$ cat src/rtl/gpio_xfer.sv
// ---------------------------------------------------------------------------
// gpio_xfer
//
// Transaction sequencer sitting directly upstream of the 32-bit bidirectional
// GPIO pad buffer. It takes one write or read request at a time from an
// internal master and turns it into a pad-level sequence:
//   write: raise gpio_oe, wait TURN_CYC cycles for the pad buffer's direction
//          pipeline, pulse gpio_strobe for HOLD_CYC cycles, hold the data one
//          more cycle, drop gpio_oe and wait TURN_CYC cycles so the pads are
//          tri-stated before anything else can happen, then respond.
//   read:  pulse gpio_strobe for HOLD_CYC cycles with gpio_oe low, sample the
//          pad word on the last strobe cycle, then respond.
//
// Parameters:
//   TURN_CYC  direction turnaround length in cycles (2..255)
//   HOLD_CYC  strobe high width in cycles (1..255)
//
// Ports:
//   clk          system clock, all state on the rising edge
//   reset        asynchronous active-low reset (0 = in reset)
//   req_valid    request present
//   req_ready    block idle; request taken when req_valid & req_ready
//   req_write    1 = write, 0 = read, sampled at accept
//   req_data     write data, sampled at accept for writes
//   rsp_valid    one-cycle completion pulse
//   rsp_data     read data, valid with rsp_valid after a read
//   gpio_in      data word to the pad buffer
//   gpio_oe      direction request to the pad buffer, 1 = drive pads
//   gpio_out     sampled pad word from the pad buffer
//   gpio_strobe  external transfer strobe
//   busy         inverse of req_ready
// ---------------------------------------------------------------------------
module gpio_xfer #(
  parameter int TURN_CYC = 3,
  parameter int HOLD_CYC = 4
) (
  input  logic        clk,
  input  logic        reset,
  input  logic        req_valid,
  output logic        req_ready,
  input  logic        req_write,
  input  logic [31:0] req_data,
  output logic        rsp_valid,
  output logic [31:0] rsp_data,
  output logic [31:0] gpio_in,
  output logic        gpio_oe,
  input  logic [31:0] gpio_out,
  output logic        gpio_strobe,
  output logic        busy
);

  typedef enum logic [2:0] {
    IDLE   = 3'd0,
    W_TURN = 3'd1,
    W_STRB = 3'd2,
    W_HOLD = 3'd3,
    W_REL  = 3'd4,
    R_STRB = 3'd5
  } state_t;

  // Each timed state is entered with (length - 1) and leaves on zero, so a
  // state loaded with N-1 occupies exactly N cycles.
  localparam logic [7:0] TURN_LOAD = 8'(TURN_CYC - 1);
  localparam logic [7:0] HOLD_LOAD = 8'(HOLD_CYC - 1);

  state_t     state;
  logic [7:0] cnt;
  logic       cnt_zero;
  logic       accept;

  assign cnt_zero = (cnt == 8'd0);
  assign accept   = req_valid & req_ready;

  // Single sequencer. Every output is a flop updated together with the state
  // transition that implies it, so req_ready/busy always agree with the state
  // and the pad-facing signals never glitch. The async reset clears gpio_oe
  // immediately, releasing the pads even in the middle of a write.
  always_ff @(posedge clk or negedge reset) begin
    if (!reset) begin
      state       <= IDLE;
      cnt         <= 8'd0;
      gpio_oe     <= 1'b0;
      gpio_strobe <= 1'b0;
      gpio_in     <= 32'd0;
      rsp_valid   <= 1'b0;
      rsp_data    <= 32'd0;
      req_ready   <= 1'b1;
      busy        <= 1'b0;
    end else begin
      rsp_valid <= 1'b0;
      case (state)
        IDLE: begin
          if (accept) begin
            req_ready <= 1'b0;
            busy      <= 1'b1;
            if (req_write) begin
              gpio_in <= req_data;
              gpio_oe <= 1'b1;
              cnt     <= TURN_LOAD;
              state   <= W_TURN;
            end else begin
              gpio_strobe <= 1'b1;
              cnt         <= HOLD_LOAD;
              state       <= R_STRB;
            end
          end
        end

        W_TURN: begin
          if (cnt_zero) begin
            gpio_strobe <= 1'b1;
            cnt         <= HOLD_LOAD;
            state       <= W_STRB;
          end else begin
            cnt <= cnt - 8'd1;
          end
        end

        W_STRB: begin
          if (cnt_zero) begin
            gpio_strobe <= 1'b0;
            state       <= W_HOLD;
          end else begin
            cnt <= cnt - 8'd1;
          end
        end

        // One extra cycle of data hold after the strobe falls.
        W_HOLD: begin
          gpio_oe <= 1'b0;
          cnt     <= TURN_LOAD;
          state   <= W_REL;
        end

        // Pads are being released; no new request until the buffer is off.
        W_REL: begin
          if (cnt_zero) begin
            rsp_valid <= 1'b1;
            req_ready <= 1'b1;
            busy      <= 1'b0;
            state     <= IDLE;
          end else begin
            cnt <= cnt - 8'd1;
          end
        end

        // The pad word is captured on the edge that ends the last strobe cycle.
        R_STRB: begin
          if (cnt_zero) begin
            rsp_data    <= gpio_out;
            gpio_strobe <= 1'b0;
            rsp_valid   <= 1'b1;
            req_ready   <= 1'b1;
            busy        <= 1'b0;
            state       <= IDLE;
          end else begin
            cnt <= cnt - 8'd1;
          end
        end

        default: begin
          state       <= IDLE;
          cnt         <= 8'd0;
          gpio_oe     <= 1'b0;
          gpio_strobe <= 1'b0;
          req_ready   <= 1'b1;
          busy        <= 1'b0;
        end
      endcase
    end
  end

endmodule

$ cat config.mk
export PLATFORM = sky130hd
export DESIGN_NAME = gpio_xfer
export DESIGN_NICKNAME = d
export VERILOG_FILES = /design/src/rtl/gpio_xfer.sv
export SDC_FILE = /design/constraint.sdc
export NUM_CORES = 1
export LEC_CHECK = 0
export ABC_CLOCK_PERIOD_IN_PS = 2600
export BUFFER_PORTS_ARGS = -buffer_cell sky130_fd_sc_hd__buf_2
export CAP_MARGIN = 20
export CORE_ASPECT_RATIO = 1.25
export CORE_MARGIN = 2
export CORE_UTILIZATION = 49
export CTS_CLUSTER_DIAMETER = 120
export DETAILED_ROUTE_END_ITERATION = 10
export GPL_TIMING_DRIVEN = 0
export MAX_ROUTING_LAYER = met4
export PLACE_DENSITY = 0.9
export RECOVER_POWER = 25
export SLEW_MARGIN = 10
export SYNTH_ARGS = -nofsm -noshare
export SYNTH_HDL_FRONTEND = slang
export SYNTH_SLANG_ARGS = --single-unit
$ cat constraint.sdc
create_clock -name clk -period 2.6 [get_ports clk]
set_input_delay 0 -clock clk [delete_from_list [all_inputs] [get_ports clk]]
set_output_delay 0 -clock clk [all_outputs]
set_load 0.1 [all_outputs]
==> flow_summary.ini <==
[yosys]
synth.ff_latch_count = 80
synthCells = 246
syn-cell-area_um2 = 3550
synth.net_count = 315
synthTopCellsByArea = dfrtp_1, mux2_4, mux2_2
yosys_warnings = 0
syn_area_per_cell_um2 = 14.4
ys_seq_area_share_pct = 56.5
ys_types = 46
synth_area_leader_cell = dfrtp_1
synth_top_area_share_pct = 55.7

[setup_path]
setup.worst_path.end_class = register
r2r_start = cnt[0]
rrSetupSlack_ps = 250
reg2reg_depth = 9
worstPathRequired_ps = 2830
worstPathMaxFanout = 10
worst-setup-path-type = register to register
cp-startpoint = cnt[0]
cp.arrival_ps = 2580
r2r_end = rsp_data[22]
cp-start-kind = register

[timing]
whs_ps = 32.1
max_slew_margin_pct = 7.38
hold_viol = 0
drv_slew = 0
skew_ps = 9.21
fmax_mhz = 425
worst_pin_slew_ps = 1390
rsz0062_at_grt = no
timing.final.crit_share_pct = 90.6
setup_viol = 0
setup_tns_ps = 0
fin_crit_ps = 2350

[global_route]
grt_pass1_vias = 2988
grt_max_degree = 55
grt.total_usage_pct = 24.9
antenna_found_initial = 0
overflow = 0
grt_pass1_wl_mm = 14.5

[clock_network]
cts_buffer_depth = 2
clk_pin_slew_worst_paths_ps = 80
cts_root_buffer = clkbuf_8
post-cts-setup-buffers = 0
clock_latency_ps = 350
cts_tree = done
cts.sinks = 80
cts.htree.levels = 3
cts_buffers = 9

[drt]
firstDrtPassIters = 4
drtAntennaViolNets = 0
avgRoutedWirePerCell_um = 16.9
vias_per_cell = 5.12
route.detailed.drc = 0
finalWirelength_mm = 9.36
route.vias.total = 2842
dr.first_iter.drc_count = 85

[floorplan]
io_pins = 137
fp.dieH_um = 99.1
core_um2 = 6980
initial_core_util_pct = 50.9
die_w_um = 80.1
dieArea_um2 = 7940
rows = 34

[min_path]
hold_end = state[2]
min_path_cells = 4
min_from = req_write
holdCritPathClass = primary input to register

[job]
drv_cap = 0

[finish]
area_growth_pct = 48.1
antenna_cells = 0
drive_above_1_share_pct = 50.1
layout_common_cells = buf_2, dfrtp_1, dlygate4sd3_1, mux2_2, mux2_4
nNetsFinal = 529
final_common_cell = buf_2
utilization_pct = 75.3

[run_status]
status = completed

[placement]
io_buffers = 136
place.gp.congestion = 0.857
dp_hpwl_mm = 5.72
==> synth_stat cells (all sizes together) <==
cell type	count
or4b	2
o311a	1
o22ai	3
nor2	9
and3	1
dfrtp	79
nor4b	1
buf	11
ha	1
nand3	3
or4	4
a31oi	1
o41ai	1
o221ai	2
nand2b	1
or3b	1
a2111o	1
o21a	1
o211ai	1
o31ai	5
dfstp	1
inv	7
nor3	5
or3	3
xnor2	1
nand2	11
o2bb2ai	1
a2bb2oi	1
and4bb	1
nor3b	1
mux2	65
a21oi	9
o32ai	1
nor2b	4
a21boi	1
o21ai	3
clkbuf	2
==> through the flow <==
step	std cells	worst slack, ps	cell area (µm²)
6_report	555	245	5260
2_1_floorplan	246	445	3550
3_5_place_dp	473	181	4370
4_1_cts	555	194	5280
3_3_place_gp	472	324	4340
5_1_grt	555	121	5260
==> state kept, by name (all words and copies together) (netlist names), 3 cells and up <==
signal and flops:
state 3, rsp_data 32, cnt 8, gpio_in 32
==> repair_timing <==
item,in CTS,in global routing
endpoints found under the hold margin,145,0
gates resized for setup,0,1
hold buffers,66,0
setup endpoints to repair,0,5
==> routing by layer <==
metal  track usage [%]  up-vias  part of all wire, %
li1                  -     1322                    -
met2              43.7      102                   54
met4              11.0        0                  3.0
met3              5.26       25                  5.2
met1              26.7     1393                   37
met5                 -        -                    0
==> worst max path at each step <==
| stage | to | slack [ps] | cells after the start |
|---|---|---|---|
| after CTS | cnt[7] | 190 | 6 |
| final | rsp_data[22] | 250 | 9 |
| after detailed placement | cnt[7] | 180 | 6 |
| after global placement | rsp_data[3] | 320 | 9 |
| after global routing | cnt[6] | 120 | 3 |
| after floorplan | rsp_data[0] | 450 | 9 |
==> cell families after synthesis <==
group	Yosys count	share of synthesized area, %
buf+inv	20	4.62
fa+ha+maj	1	0.353
mux	65	23.9
xor+xnor	1	0.247
flops	80	56.5
simple gates	47	7.86
compound gates	32	6.56
==> worst max-delay path, stage by stage, from the launching register on <==
cell and delay [ps]:
dfrtp_1 430, inv_1 70, ha_1 190, or4b_1 460
buf_6 160, nor2_4 140, and3_4 220, buf_12 120
buf_12 140, mux2_4 310
==> final cells by class <==
| type | instances | area (µm²) |
|---|---|---|
| Clock inverter | 6 | 115 |
| Multi-Input combinational cell | 146 | 1390 |
| Timing Repair Buffer | 203 | 1350 |
| Inverter | 7 | 26.3 |
| Buffer | 13 | 138 |
| Clock buffer | 10 | 128 |
| Sequential cell | 80 | 2000 |
| Fill cell | 430 | 1720 |
| Tap cell | 90 | 113 |
Power is not shown: default switching activity piles up to over one toggle a cycle in this logic, so the estimate is an artifact.
